===== src/rtl/dmem_arbiter.sv =====
// Single-port data RAM arbiter between the core MEM stage and the io block, with starvation guard and read-return routing.
// Optional grant/conflict statistics are built when DMEM_ARB_STATS_EN is defined.
module dmem_arbiter #(
  parameter int AW         = 32,
  parameter int RD_LAT     = 1,
  parameter int MAX_STREAK = 8
) (
  input  logic          clk,
  input  logic          rst,
  input  logic          core_req,
  input  logic          core_we,
  input  logic [AW-1:0] core_addr,
  input  logic [31:0]   core_wdata,
  output logic          core_gnt,
  output logic          core_stall,
  output logic          core_rvalid,
  output logic [31:0]   core_rdata,
  input  logic          io_req,
  input  logic          io_we,
  input  logic [AW-1:0] io_addr,
  input  logic [31:0]   io_wdata,
  output logic          io_gnt,
  output logic          io_rvalid,
  output logic [31:0]   io_rdata,
  input  logic          io_excl,
  output logic          mem_en,
  output logic          mem_we,
  output logic [AW-1:0] mem_addr,
  output logic [31:0]   mem_wdata,
  input  logic [31:0]   mem_rdata,
  output logic [31:0]   stat_core_gnts,
  output logic [31:0]   stat_io_gnts,
  output logic [31:0]   stat_conflicts
);

  typedef enum logic [1:0] {
    S_CORE    = 2'd0,
    S_IO_FAIR = 2'd1,
    S_IO_HOLD = 2'd2
  } state_t;

  localparam int            SW          = $clog2(MAX_STREAK) + 1;
  localparam logic [SW-1:0] STREAK_LAST = SW'(MAX_STREAK - 1);

  state_t        state, state_nxt;
  logic [SW-1:0] streak, streak_nxt;
  logic          rd_issue;
  logic [RD_LAT-1:0] rd_vld_p;
  logic [RD_LAT-1:0] rd_own_p;

  always_ff @(posedge clk or posedge rst) begin
    if (rst) begin
      state  <= S_CORE;
      streak <= '0;
    end else begin
      state  <= state_nxt;
      streak <= streak_nxt;
    end
  end

  // Streak only grows while io is actually waiting behind a core grant.
  always_comb begin
    state_nxt  = state;
    streak_nxt = streak;
    if (io_excl) begin
      state_nxt  = S_IO_HOLD;
      streak_nxt = '0;
    end else begin
      case (state)
        S_CORE: begin
          if (core_gnt && io_req) begin
            if (streak == STREAK_LAST) begin
              state_nxt  = S_IO_FAIR;
              streak_nxt = '0;
            end else begin
              streak_nxt = streak + 1'b1;
            end
          end else if (io_gnt || !io_req) begin
            streak_nxt = '0;
          end
        end
        S_IO_FAIR: begin
          if (io_gnt || !io_req) state_nxt = S_CORE;
          streak_nxt = '0;
        end
        S_IO_HOLD: begin
          state_nxt  = S_CORE;
          streak_nxt = '0;
        end
        default: begin
          state_nxt  = S_CORE;
          streak_nxt = '0;
        end
      endcase
    end
  end

  always_comb begin
    core_gnt = 1'b0;
    io_gnt   = 1'b0;
    case (state)
      S_CORE: begin
        core_gnt = core_req;
        io_gnt   = io_req & ~core_req;
      end
      S_IO_FAIR: begin
        io_gnt   = io_req;
        core_gnt = core_req & ~io_req;
      end
      S_IO_HOLD: io_gnt = io_req;
      default: ;
    endcase
  end

  always_comb begin
    mem_en    = core_gnt | io_gnt;
    mem_we    = 1'b0;
    mem_addr  = '0;
    mem_wdata = '0;
    if (core_gnt) begin
      mem_we    = core_we;
      mem_addr  = core_addr;
      mem_wdata = core_wdata;
    end else if (io_gnt) begin
      mem_we    = io_we;
      mem_addr  = io_addr;
      mem_wdata = io_wdata;
    end
  end

  assign core_stall = core_req & ~core_gnt;
  assign rd_issue   = mem_en & ~mem_we;

  // Read-owner pipe: stage 0 is loaded on the issue edge, last stage lines up with mem_rdata.
  always_ff @(posedge clk or posedge rst) begin
    if (rst) begin
      rd_vld_p <= '0;
      rd_own_p <= '0;
    end else begin
      rd_vld_p[0] <= rd_issue;
      rd_own_p[0] <= io_gnt;
      for (int i = 1; i < RD_LAT; i++) begin
        rd_vld_p[i] <= rd_vld_p[i-1];
        rd_own_p[i] <= rd_own_p[i-1];
      end
    end
  end

  assign core_rvalid = rd_vld_p[RD_LAT-1] & ~rd_own_p[RD_LAT-1];
  assign io_rvalid   = rd_vld_p[RD_LAT-1] &  rd_own_p[RD_LAT-1];
  assign core_rdata  = core_rvalid ? mem_rdata : 32'h0;
  assign io_rdata    = io_rvalid   ? mem_rdata : 32'h0;

`ifdef DMEM_ARB_STATS_EN
  logic [31:0] core_gnts_q, io_gnts_q, conflicts_q;

  function automatic logic [31:0] sat_inc(input logic [31:0] v, input logic en);
    return (en && (v != 32'hFFFF_FFFF)) ? v + 32'd1 : v;
  endfunction

  always_ff @(posedge clk or posedge rst) begin
    if (rst) begin
      core_gnts_q <= '0;
      io_gnts_q   <= '0;
      conflicts_q <= '0;
    end else begin
      core_gnts_q <= sat_inc(core_gnts_q, core_gnt);
      io_gnts_q   <= sat_inc(io_gnts_q, io_gnt);
      conflicts_q <= sat_inc(conflicts_q, core_req & io_req);
    end
  end

  assign stat_core_gnts = core_gnts_q;
  assign stat_io_gnts   = io_gnts_q;
  assign stat_conflicts = conflicts_q;
`else
  assign stat_core_gnts = 32'h0;
  assign stat_io_gnts   = 32'h0;
  assign stat_conflicts = 32'h0;
`endif

endmodule

===== config.mk =====
export PLATFORM = sky130hd
export DESIGN_NAME = dmem_arbiter
export DESIGN_NICKNAME = d
export VERILOG_FILES = /design/src/rtl/dmem_arbiter.sv
export SDC_FILE = /design/constraint.sdc
export NUM_CORES = 1
export LEC_CHECK = 0
export CAP_MARGIN = 20
export CORE_AREA = 2 2 156 158
export CTS_CLUSTER_SIZE = 25
export DETAILED_ROUTE_END_ITERATION = 10
export DIE_AREA = 0 0 158 160
export SYNTH_ARGS = -nofsm -noshare
export SYNTH_HDL_FRONTEND = slang
export SYNTH_SLANG_ARGS = --single-unit

===== constraint.sdc =====
create_clock -name clk -period 1.85 [get_ports clk]
set_input_delay 0.2775 -clock clk [delete_from_list [all_inputs] [get_ports clk]]
set_output_delay 0.2775 -clock clk [all_outputs]
set_load 0.1 [all_outputs]

-- Word-level counts from Yosys, hierarchy flattened
Index checks and enable logic that the tools add are counted.
W data, S select, Z words.
- register bits: 8
- bits of input ports: 167
- word-level logic and storage cells: 50
- $add $sub $neg: 1
- equality and inequality tests: 7
- bitwise logic cells: 12
- multiplexer cells: 20
- reduce and logical (&&, ||, !) cells: 6
- operators by type and width (operator ; number):
    $mux W32 ; 6
    $mux W4 ; 5
    $ne A3 B3 Y1 const B ; 3
    $mux W2 ; 4
    $and A1 B1 Y1 ; 6
    $not A1 Y1 ; 5
    $add A4 B1 Y4 const B ; 1
    $eq A4 B3 Y1 const B ; 1
    $ne A4 B4 Y1 const B ; 1
    $pmux W1 S2 ; 2
    $pmux W2 S2 ; 1
    $reduce_and A3 Y1 ; 1
    $eq A2 B1 Y1 const B ; 1
    $eq A2 B2 Y1 const B ; 1
    $logic_not A2 Y1 ; 1
    $mux W1 ; 2
    $reduce_or A2 Y1 ; 1
    $logic_and A1 B1 Y1 ; 1
    $logic_not A1 Y1 ; 1
    $logic_or A1 B1 Y1 ; 1
    $or A1 B1 Y1 ; 1

-- Longest topological paths before layout
Gate-level depths: netlist (run 1).
- depth after elaboration: 8
- depth in mapped cells: 10
- depth with buffers taken out: 7

-- Least setup slack after synthesis (run 1)
No wires, ideal clock.
- kind: register -> output
- start point: reg rd_vld_p
- end point: out core_rdata[22]
- required time: 1572 ps
- path buffers: 1
- slack: -932 ps
- data arrival time: 2504 ps
- cell stages (with the launch flop): 4
- path through: dfrtp_1 -> nor2b_1 -> clkbuf_1 -> and2_1
- longest elaborated chain between the ends: 2
- RTL lines (what ; RTL line ; RTL):
    start, declared ; 48 ; logic [RD_LAT-1:0] rd_vld_p;
    start signal, assigned by index ; 143 ; rd_vld_p[i] <= rd_vld_p[i-1];
    $and A1 B1 Y1 ; 149 ; assign core_rvalid = rd_vld_p[RD_LAT-1] & ~rd_own_p[RD_LAT-1];
    via core_rvalid ; 16 ; output logic core_rvalid,
    $mux W32 ; 151 ; assign core_rdata = core_rvalid ? mem_rdata : 32'h0;
    end, declared ; 17 ; output logic [31:0] core_rdata,
The timed path passes the listed nets, and every way through them passes these cells.

-- Worst setup path in the final report (run 1)
- start point: reg state[0]
- end point: out mem_wdata[21]
- longest elaborated chain between the ends: 5
- elaborated cells on any way between the ends: 8
- RTL lines (what ; RTL line ; RTL):
    start, declared ; 45 ; state_t state, state_nxt;
    start signal, assigned ; 56 ; state <= state_nxt;
    $eq A2 B2 Y1 / $eq A2 B1 Y1 (equally long branches) ; 101 ; case (state)
    $reduce_or A2 Y1 (no line) ; - ;
    $pmux W1 S2 ; 101 ;
    $mux W32 ; 124 ; end else if (io_gnt) begin
    $mux W32 (*) ; 120 ; if (core_gnt) begin
    end, declared ; 29 ; output logic [31:0] mem_wdata,
Mark *: on every way between the ends. The rest lies on a longest branch, timed or not.

==> results_dict.tcl, run 1 <==
set metrics [dict create \
    hold_buffers 0 \
    synth_cells 309 \
    antenna_found_initial 1 \
    drcViolationCount 0 \
    antenna_cells 0 \
    synth_top_family_by_area "buffers and inverters" \
    grt-busiest-layer "met2" \
    fin_crit_sh_pct 131 \
    skew_ps 0.868 \
    place_congestion 0.790 \
    cts_root_buf "clkbuf_16" \
    ant_nets 0 \
    cap_violations 0 \
    seq_area_um2 204 \
    worst_path_largest_cell_delay_ps 440 \
    nFillCells 2425 \
    setup_tns_ps -34190 \
    path_buf_inv 5 \
    synth_seq_cells 8 \
    status "complete, but fails checks" \
    p_int_mw 2.30 \
    crit_type "reg2out" \
    p_comb_share_pct 90.5 \
    cpMostUsedCell "buf_12" \
    h-tree-depth 1 \
    grt.total_usage_pct 11.1 \
    rsz0062_at_grt "yes" \
    grt_pass1_wl_um 21200 \
    die_h_um 160 \
    use_met1_pct 12.1 \
    synthSimpleGateAreaFrac_pct 22.6 \
    yosys.area_share.adder_pct 2.57 \
    ir_worst_vdd_mv 0.458 \
    synthesis.area_mm2 0.00243 \
    drive_gt1_share_pct 45.5 \
    critPathArrivalTime_ps 2140 \
    switching_power_mw 3.60 \
    ys_seq_area_share_pct 8.24 \
    ioPinCount 398 \
    synth_mux_area_share_pct 0.412 \
    cts_buffers 3 \
    wl_per_cell_um 15.8 \
    met2_usage_pct 21.0 \
    multi_input_area_mm2 0.00219 \
    placed_area_mm2 0.00724 \
    clock-sinks 8 \
    areaGrowthSynthToFinish_pct 216 \
    synth_cell_types 35 \
    fin_area_mm2 0.00768 \
    clk_pin_slew_worst_paths_ps 40 \
    layoutNonFillerInstCount 941 \
    power_frac_seq_pct 3.5 \
    synth_area_leader_cell "buf_4" \
    routed-via-count 3211 \
    violations "setup timing" \
    met3_usage_pct 3.01 \
    end_kind "output port" \
    cp_slowest_cell "dfrtp_2" \
    p_per_area_mw_per_mm2 768 \
    core_mm2 0.0238 \
    dp.cells 927 \
    grt-ovfl-total 0 \
    setup_viol 68 \
    cts_buffer_depth 2 \
    period_needed_ps 2410 \
    hpwl_um 12300 \
    yosysWarnings 0 \
    initial_utilization_pct 10.2 \
    cts_tree "done" \
    wl_um 14900 \
    clk-insertion-delay-late_ps 230 \
    post-place-ws_ps -531 \
    critical-path-top-delay-family "buffers and inverters" \
    crit_required_ps 1570 \
    nets 791 \
    pwr-share-clk_pct 6.0 \
    via_per_inst 3.41 \
    synth_compound_area_share_pct 27.5 \
    path_cells "buf_4 > ha_2 > a211o_4 > nor2_4 > buf_12 > buf_12 > buf_16 > a22o_4 > buf_12" \
    yosysTopAreaCellShare_pct 30.0 \
    port-buffer-count 301 \
    p_leak_nw 3.41 \
    drt_iter0_markers 104 \
    hold_viol_final 0 \
    dr.pass1.iters 4 \
    fmax_ghz 0.414 \
    min_path_type "in2async" \
    switching_share_pct 61.0 \
    syn_area_per_cell_um2 7.86 \
    setup_slack_ps -564 \
    dieArea_mm2 0.0253 \
    grt_max_degree 49 \
    drv_slew 0 \
    critPathMaxFanout 6 \
    post_synth_xor_area_fraction_pct 0 \
    critPathLaunchType "flip-flop" \
    synth.area.top_cells "buf_4 30%, a22o_1 23%, and2_1 9.0%" \
    die_w_um 158 \
    utilization_pct 32.2 \
    rows 57 \
    grt_pass1_vias 3330 \
]
-- stage by stage --
step	hold WS (ps)	power, mW
CTS	319	5.90
detailed placement	563	5.31
global route	344	6.06
global placement	553	5.31
floorplan	93.2	3.75
finish	309	5.90
-- final timing paths --
| path | slack [ps] | depth (start not counted) | endpoint | start |
|---|---|---|---|---|
| min in group clk | 560 | 2 | streak[1] | streak[1] |
| worst min register to register | 560 | 2 | streak[1] | streak[1] |
| worst max-delay path | -560 | 9 | mem_wdata[21] | state[0] |
| worst min-delay path | 310 | 2 | rd_own_p | rst |
| worst max register to register | 10 | 7 | rd_vld_p | state[0] |
| max in group asynchronous | 1280 | 2 | state[0] | rst |
-- placed cells by master, fill, tap and decap left out, drive strengths merged --
cell / count
a211oi: 1
a21oi: 3
a21o: 1
nand4: 1
mux2i: 1
o211ai: 1
nand3b: 2
nand3: 3
o2bb2ai: 1
dfrtp: 8
ha: 5
a31oi: 2
clkdlybuf4s50: 166
buf: 163
and2: 35
a22o: 65
a22oi: 1
a211o: 1
inv: 7
nor2b: 1
and3b: 1
nor2: 3
clkbuf: 4
nand2b: 5
and3: 33
or3: 1
nand2: 3
o21ai: 2
conb: 96
nor3: 1
-- flip-flops by register name (all words and copies together), names as in the netlist --
name / cells
streak: 4
rd_own_p: 1
state: 2
rd_vld_p: 1
-- synthesized netlist by cell type, drive strengths merged --
cell	instances
nand2b	5
a21o	1
or3	1
nor2b	1
conb	1
a211o	1
ha	5
a22oi	1
nand4	1
o2bb2ai	1
nor3	1
dfrtp	8
o21ai	2
clkbuf	11
and3	33
and3b	1
mux2i	1
o211ai	1
a21oi	3
a31oi	2
inv	7
nor2	3
nand3	3
nand2	3
nand3b	2
a22o	65
buf	109
a211oi	1
and2	35
-- layout make-up --
class / count / area share, %
flip-flops and latches: 8 / 2.66
multi-input cells: 269 / 28.5
repair buffers: 330 / 62.1
clock buffers: 3 / 0.977
inverters: 7 / 0.505
well taps: 324 / 5.28
-- power by group through the flow --
stage	logic (mW)	clock network [mW]	registers, mW
2_1_floorplan	3.56	0	0.199
3_3_place_gp	5.10	0	0.206
3_5_place_dp	5.10	0	0.207
4_1_cts	5.33	0.365	0.205
5_1_grt	5.47	0.375	0.211
6_report	5.34	0.353	0.208
-- routing by layer --
layer | part of all wire, % | up-vias
li1 | - | 1531
met1 | 35 | 1476
met2 | 55 | 188
met3 | 7.4 | 14
met4 | 2.1 | 2
met5 | 0.087 | -
-- kinds of logic (layout without fill, tap and decap cells) --
kind of cell,count (synthesis),in the layout
AND/OR/NAND/NOR,89,89
adder cells (fa/ha/maj),5,5
multiplexers,1,1
AO/OA/AOI/OAI,78,78
other,1,96
flip-flops,8,8
buffers and inverters,127,340
-- what timing repair did --
action | CTS | global route
gates cloned | 4 | 1
pin swaps | 3 | 5
endpoints found under the setup margin | 74 | 89
gates resized for setup | 28 | 9
setup buffers | 4 | 3
No activity file was read; power rests on OpenSTA's default activity.
==> inputs of run 2 (changes only) <==
- TNS_END_PERCENT: unset -> 30
==> results_dict.tcl, run 2 (synthesized netlist as in run 1, its figures left out) <==
set metrics [dict create \
    critPathMaxFanout 14 \
    rsz0062_at_grt "yes" \
    die_h_um 160 \
    critical-path-top-delay-family "buffers and inverters" \
    path_buf_inv 5 \
    cap_violations 0 \
    whs_ps 298 \
    multi_input_area_mm2 0.00212 \
    fin_area_mm2 0.00748 \
    cts_buffer_depth 2 \
    crit_required_ps 1570 \
    dp.cells 927 \
    fmax_ghz 0.418 \
    drcViolationCount 0 \
    hold_buffers 0 \
    pwr-share-clk_pct 6.1 \
    ant_nets 0 \
    cp_slowest_cell "dfrtp_1" \
    ir_worst_vdd_mv 0.355 \
    regMostFlops "streak" \
    p_comb_share_pct 90.5 \
    antenna_cells 0 \
    r2r_cells 8 \
    crit_type "reg2out" \
    via_per_inst 3.42 \
    cts_tree "done" \
    status "complete, but fails checks" \
    placed_area_mm2 0.00710 \
    wl_um 14700 \
    grt_max_degree 34 \
    clk_pin_slew_worst_paths_ps 40 \
    setup_viol 68 \
    hold_viol_final 0 \
    ioPinCount 398 \
    p_leak_nw 3.32 \
    largest_reg_flops 4 \
    cp_num_cells 9 \
    critPathLaunchType "flip-flop" \
    power_frac_seq_pct 3.4 \
    place_congestion 0.788 \
    nFillCells 2435 \
    worst_path_largest_cell_delay_ps 390 \
    layout_common_cells "166 x clkdlybuf4s50_1, 143 x buf_12, 96 x conb_1" \
    cpMostUsedCell "buf_12" \
    nets 783 \
    core_mm2 0.0238 \
    die_w_um 158 \
    layoutNonFillerInstCount 933 \
    grt.total_usage_pct 11.0 \
    grt-ovfl-total 0 \
    violations "setup timing" \
    wl_per_cell_um 15.8 \
    clk-insertion-delay-late_ps 230 \
    p_per_area_mw_per_mm2 775 \
    drv_slew 0 \
    fin_crit_sh_pct 129 \
    routed-via-count 3188 \
    grt_pass1_wl_um 21000 \
    total_power_mw 5.80 \
    utilization_pct 31.4 \
    path_cells "inv_2 > ha_4 > inv_2 > a211o_4 > nor2_4 > buf_12 > buf_12 > a22o_2 > buf_12" \
    drive_gt1_share_pct 40.9 \
    post-place-ws_ps -570 \
    dr.pass1.iters 4 \
    end_kind "output port" \
    switching_share_pct 62.0 \
    port-buffer-count 301 \
    dieArea_mm2 0.0253 \
    skew_ps 3.21 \
    layout_commonest_cell "clkdlybuf4s50_1" \
    cts_root_buf "clkbuf_16" \
    seq_area_um2 200 \
    grt_pass1_vias 3246 \
    areaGrowthSynthToFinish_pct 208 \
    clock-sinks 8 \
    switching_power_mw 3.60 \
    min_path_type "in2async" \
    setup_slack_ps -541 \
    cts_buffers 3 \
    antenna_found_initial 0 \
    critPathArrivalTime_ps 2110 \
    p_int_mw 2.20 \
    reg_top3 "streak: 4 flops, state: 2 flops" \
    rows 57 \
    hpwl_um 12500 \
    period_needed_ps 2390 \
    setup_tns_ps -34540 \
    drt_iter0_markers 90 \
    h-tree-depth 1 \
    initial_utilization_pct 10.2 \
]
[run 2: cell types whose count changed in the layout (fill, tap and decap cells not counted), moves of 3 or more]
cell,previous run,this run
and2_1,5,25
and2_2,21,1
buf_16,5,0
buf_4,16,11
a22o_2,19,22
a22o_4,46,43
buf_12,140,143
dfrtp_1,5,8
dfrtp_2,3,0
inv_2,1,4
inv_4,3,0
[run 2: layer usage]
layer,vias up,track usage (%),share of wire (%)
li1,1508,-,-
met1,1479,13.7,40
met2,197,20.0,53
met3,4,2.09,6.9
met4,0,1.27,0.31
met5,-,0,0
[run 2: layout make-up]
class	instances	share of cell area, %
clock buffer	3	1.00
inverter	7	0.418
timing repair buffer	322	62.1
sequential	8	2.68
multi-input combinational	269	28.4
tap	324	5.42
[run 2: timing repair]
item                                    4_1_cts  5_1_grt
setup buffers                                 1        1
endpoints found under the setup margin       70       69
pin swaps                                     2        2
gates resized for setup                      32        6
gates cloned                                  1        1
[run 2: power by group through the flow]
stage	clock network [mW]	registers, mW	logic [mW]
2_1_floorplan	0	0.199	3.49
3_3_place_gp	0	0.198	5.10
3_5_place_dp	0	0.198	5.11
4_1_cts	0.363	0.196	5.25
5_1_grt	0.376	0.198	5.37
6_report	0.355	0.196	5.25
[run 2: path summary, 6_finish.rpt]
| kind | start | endpoint | slack [ps] |
|---|---|---|---|
| worst max-delay path | state[0] | mem_addr[30] | -540 |
| min in group clk | streak[3] | streak[3] | 570 |
| max in group asynchronous | rst | rd_own_p | 1320 |
| worst min-delay path | rst | streak[0] | 300 |
| worst max register to register | state[1] | rd_vld_p | 100 |
| worst min register to register | streak[3] | streak[3] | 570 |
==> RTL change 1: new RTL, config.mk and constraints of run 1 <==
Change the parameter `AW` from 32 to 48.
--- a/src/rtl/dmem_arbiter.sv
+++ b/src/rtl/dmem_arbiter.sv
@@ -1,7 +1,7 @@
 // Single-port data RAM arbiter between the core MEM stage and the io block, with starvation guard and read-return routing.
 // Optional grant/conflict statistics are built when DMEM_ARB_STATS_EN is defined.
 module dmem_arbiter #(
-  parameter int AW         = 32,
+  parameter int AW         = 48,
   parameter int RD_LAT     = 1,
   parameter int MAX_STREAK = 8
 ) (
Interface: changed (resized core_addr, io_addr and mem_addr); port bits go from 398 to 446. The function was not compared with the original's and may differ.
==> RTL change 1 against run 1 <==
The flow still finishes with violations (setup timing). Sequential cell count unchanged. Utilization up 5.2 points. Global-route usage increased by 1.6 points. Area after synthesis increased by 7.6%. Worst setup slack got worse by 0.0038 ns. Power up 16%. Count of clock-buffer cells in the layout unchanged. Wire length increased by 22%. Hold slack improved by 0.0061 ns. Cell area up 16%. Largest power group unchanged.
==> RTL change 1: results (changes against run 1) <==
Global routing
  • Vias in the first global route: 3710 (was 3330)
  • Largest net degree at the start of global routing: 34 (was 49)
  • GRT Util Overall: 12.7% (was 11.1%)
  • Antenna violations before repair: 3 (was 1)

Timing
  • Skew final: 0.00256 ns (was 0.000868 ns)
  • Post-route setup slack: -0.568 ns (was -0.564 ns)
  • # setup viols final: 87 (was 68)

Place
  • DP Cell Count: 1003 (was 927)
  • IO Port Bufs: 349 (was 301)
  • RD Place Congestion: 0.795 (was 0.790)
  • Place WS: -0.504 ns (was -0.531 ns)

Final layout
  • NumNets Final: 909 (was 791)

Critical path
  • Critical path's largest stage delay: 0.39 ns (was 0.44 ns)
  • Worst reg-to-reg path cell count: 9 (was 7)
  • Critical path's slowest cell: dfrtp_1 (was dfrtp_2)
  • R2r setup slk: -0.05 ns (was 0.01 ns)
  • CP Max Fanout: 5 (was 6)
  • Critical Path End: mem_addr[17] (was mem_wdata[21])

Synthesis
  • Commonest cells post-synth: 98 x buf_4, 81 x a22o_1, 35 x and2_1 (was 97 x buf_4, 65 x a22o_1, 35 x and2_1)
  • Seq/Total Area, Yosys: 7.66% (was 8.24%)
  • Synth area leaders: buf_4 28%, a22o_1 27%, and2_1 8.4%, and3_1 7.9%, dfrtp_1 7.7% (was buf_4 30%, a22o_1 23%, and2_1 9.0%, and3_1 8.5%, dfrtp_1 8.2%)
  • Synth cell types: 34 (was 35)

Route
  • Final wirelength: 18.3 mm (was 14.9 mm)
  • DR vias/cell: 3.69 (was 3.41)

Run status
  • Status: finished, violations left (unchanged)
  • Failing checks: setup timing (unchanged)

Power and ir drop
  • Max VDD drop: 383 uV (was 458 uV)
  • Leak pwr: 3.97 nW (was 3.41 nW)
[RTL change 1: cell types whose count changed in the layout (fill, tap and decap cells not counted), sizes merged]
cell / before / now
a22o: 65 / 81
buf: 163 / 198
clkbuf: 4 / 7
clkdlybuf4s50: 166 / 198
diode: 0 / 1
[RTL change 1: repair_timing]
item / CTS / global route
setup endpoints to repair: 85 / 86
gates cloned: 3 / 6
setup buffers: 10 / 4
resized for setup: 59 / 35
pin swaps: 6 / 3
[RTL change 1: report_power, final]
group | leakage [nW] | switching [mW] | internal, mW | total (mW)
clock | 0.0370 | 0.0854 | 0.279 | 0.364
combinational | 3.83 | 4.02 | 2.24 | 6.26
sequential | 0.106 | 0.00740 | 0.186 | 0.194
[RTL change 1: layout make-up]
cell class | count | area (um2)
timing repair buffer | 400 | 5740
multi-input combinational | 285 | 2450
antenna | 1 | 2.50
inverter | 7 | 33.8
tap | 324 | 405
sequential | 8 | 200
fill | 2314 | 14900
clock buffer | 3 | 75.1
[RTL change 1: per-stage QoR]
step | hold slack (ns) | instance area, um2 | TNS, ns
2_1_floorplan | 0.0932 | 3210 | -28.90
3_3_place_gp | 0.551 | 7970 | -37.40
3_5_place_dp | 0.557 | 7970 | -37.82
4_1_cts | 0.315 | 8550 | -44.14
5_1_grt | 0.357 | 8910 | -49.21
6_report | 0.315 | 8910 | -43.35
[RTL change 1: cell families after synthesis]
family                   synth area share, %
AND/OR/NAND/NOR                         21.3
other                                  0.143
flip-flops                              7.66
multiplexers                           0.383
buffers and inverters                   37.2
AO/OA/AOI/OAI                           30.9
adder cells (fa/ha/maj)                 2.39
[RTL change 1: per-layer routing]
layer  GRT usage [%]  vias up  routed length (um)
li1                -     1750                   -
met1            13.1     1774                6280
met2            25.5      253               10100
met3            3.15       12                1600
met4            1.92        4                 202
met5               0        -                  28
==> RTL change 2: new RTL, flow settings as in run 1 <==
Made on the original files. The 3 states of `state_t` get a one-hot encoding in 3 bits.
--- a/src/rtl/dmem_arbiter.sv
+++ b/src/rtl/dmem_arbiter.sv
@@ -33,10 +33,10 @@
   output logic [31:0]   stat_conflicts
 );
 
-  typedef enum logic [1:0] {
-    S_CORE    = 2'd0,
-    S_IO_FAIR = 2'd1,
-    S_IO_HOLD = 2'd2
+  typedef enum logic [2:0] {
+    S_CORE    = 3'b001,
+    S_IO_FAIR = 3'b010,
+    S_IO_HOLD = 3'b100
   } state_t;
 
   localparam int            SW          = $clog2(MAX_STREAK) + 1;
Behaviour: same outputs for any inputs over 4 cycles, from zero or initial values and one cycle with rst high; so few cycles prove little.
==> RTL change 2 against run 1 <==
The flow still finishes with violations (setup timing). Clock skew rose by 0.0022 ns. Hold slack better by 0.014 ns. Power down 37%. Register-to-register slack better by 0.15 ns. Wire length decreased by 2.1%. Area after synthesis decreased by 2.3%. Cell area down 1.2%. Worst setup slack gained 0.16 ns. Non-clock buffer count down 2. Via count is 1.9% higher. Sequential cell count grew 1. First-iteration DRC count increased by 7.7%.
==> RTL change 2: results (changes against run 1) <==
Critical path
  • Critical path's largest stage delay: 0.57 ns (was 0.44 ns)
  • CP Max Fanout: 27 (was 6)
  • Critical Path AT: 1.97 ns (was 2.14 ns)
  • Critical path's slowest cell: dfstp_2 (was dfrtp_2)

Route
  • Routed wl met2: 7.87 mm (was 8.27 mm)
  • Starting DRT DRC Count: 112 (was 104)
  • Wl on met1: 5.11 mm (was 5.20 mm)
  • Metal3 WL: 1.53 mm (was 1.11 mm)

Timing
  • Skew final: 0.00307 ns (was 0.000868 ns)
  • Post-route setup slack: -0.402 ns (was -0.564 ns)
  • # setup viols final: 69 (was 68)
  • Setup TNS: -23.76 ns (was -34.19 ns)

Global routing
  • Vias in the first global route: 3166 (was 3330)
  • Met3 Track Usage GR: 3.15% (was 3.01%)
  • Antenna violations before repair: 3 (was 1)
  • Met1 usage: 11.4% (was 12.1%)
  • GRT Util Overall: 10.3% (was 11.1%)
  • Global-route wire length before repair: 19.9 mm (was 21.2 mm)
  • GRT met2 Usage: 20.0% (was 21.0%)

Place
  • DP Cell Count: 912 (was 927)
  • Area after DPL: 7340 um2 (was 7240 um2)
  • Place WS: -0.361 ns (was -0.531 ns)
  • RD Place Congestion: 0.770 (was 0.790)

Synthesis
  • Area fraction in compound gates after synthesis: 29.5% (was 27.5%)
  • Synth area leaders: buf_4 31%, a32o_1 28%, and2_1 9.0%, and3_1 8.4%, dfrtp_1 8.4% (was buf_4 30%, a22o_1 23%, and2_1 9.0%, and3_1 8.5%, dfrtp_1 8.2%)
  • Seq/Total Area, Yosys: 9.54% (was 8.24%)
  • Post-Synth XOR/XNOR Area: 0.369% (was 0%)
  • Synth cell types: 26 (was 35)
  • Post-Syn Instances: 300 (was 309)
  • Mux cell area share after synthesis: 0.422% (was 0.412%)

Run status
  • Status: finished, violations left (unchanged)
  • Failing checks: setup timing (unchanged)

Final layout
  • NumNets Final: 769 (was 791)
  • Layout cell share with drive strength beyond 1: 45.7% (was 45.5%)
  • Largest regs: streak x4, state x3 (was streak x4, state x2)

Power and ir drop
  • Max VDD drop: 253 uV (was 458 uV)
RTL change 2: cell types whose count changed after synthesis, sizes merged, moves of 3 or more:
cell | before | now
a32o | 0 | 66
nor2 | 3 | 7
clkbuf | 11 | 19
ha | 5 | 1
nand2b | 5 | 0
a21oi | 3 | 0
inv | 7 | 4
a22o | 65 | 0
RTL change 2: area by class of cell:
class | count | area [um2]
Fill cell | 2392 | 16200
Timing Repair Buffer | 328 | 4710
Multi-Input combinational cell | 255 | 2150
Tap cell | 324 | 405
Sequential cell | 9 | 228
Clock buffer | 3 | 75.1
Inverter | 4 | 15.0
Clock inverter | 1 | 5.00
Antenna cell | 1 | 2.50
RTL change 2: power groups by stage:
stage / Clock, mW / Sequential [mW] / Combinational (mW)
floorplan: 0 / 0.211 / 2.23
global placement: 0 / 0.211 / 3.12
detailed placement: 0 / 0.211 / 3.13
CTS: 0.392 / 0.209 / 3.14
global route: 0.398 / 0.210 / 3.23
finish: 0.381 / 0.210 / 3.15
RTL change 2: timing repair:
| item | CTS | global route |
|---|---|---|
| setup endpoints to repair | 69 | 69 |
| pin swaps | 1 | 2 |
| setup buffers | 2 | 1 |
| resized for setup | 8 | 5 |
| gates cloned | 0 | 5 |
RTL change 2: path summary, 6_finish.rpt:
| check | cells past startpoint | startpoint | endpoint | slack (ns) |
|---|---|---|---|---|
| max | 5 | state[0] | mem_wdata[9] | -0.40 |
| min | 2 | rst | streak[3] | 0.32 |
| max reg2reg | 5 | state[0] | rd_vld_p | 0.16 |
| min reg2reg | 1 | streak[3] | state[1] | 0.48 |
| max in group asynchronous | 2 | rst | state[0] | 1.22 |
| min in group clk | 1 | streak[3] | state[1] | 0.48 |
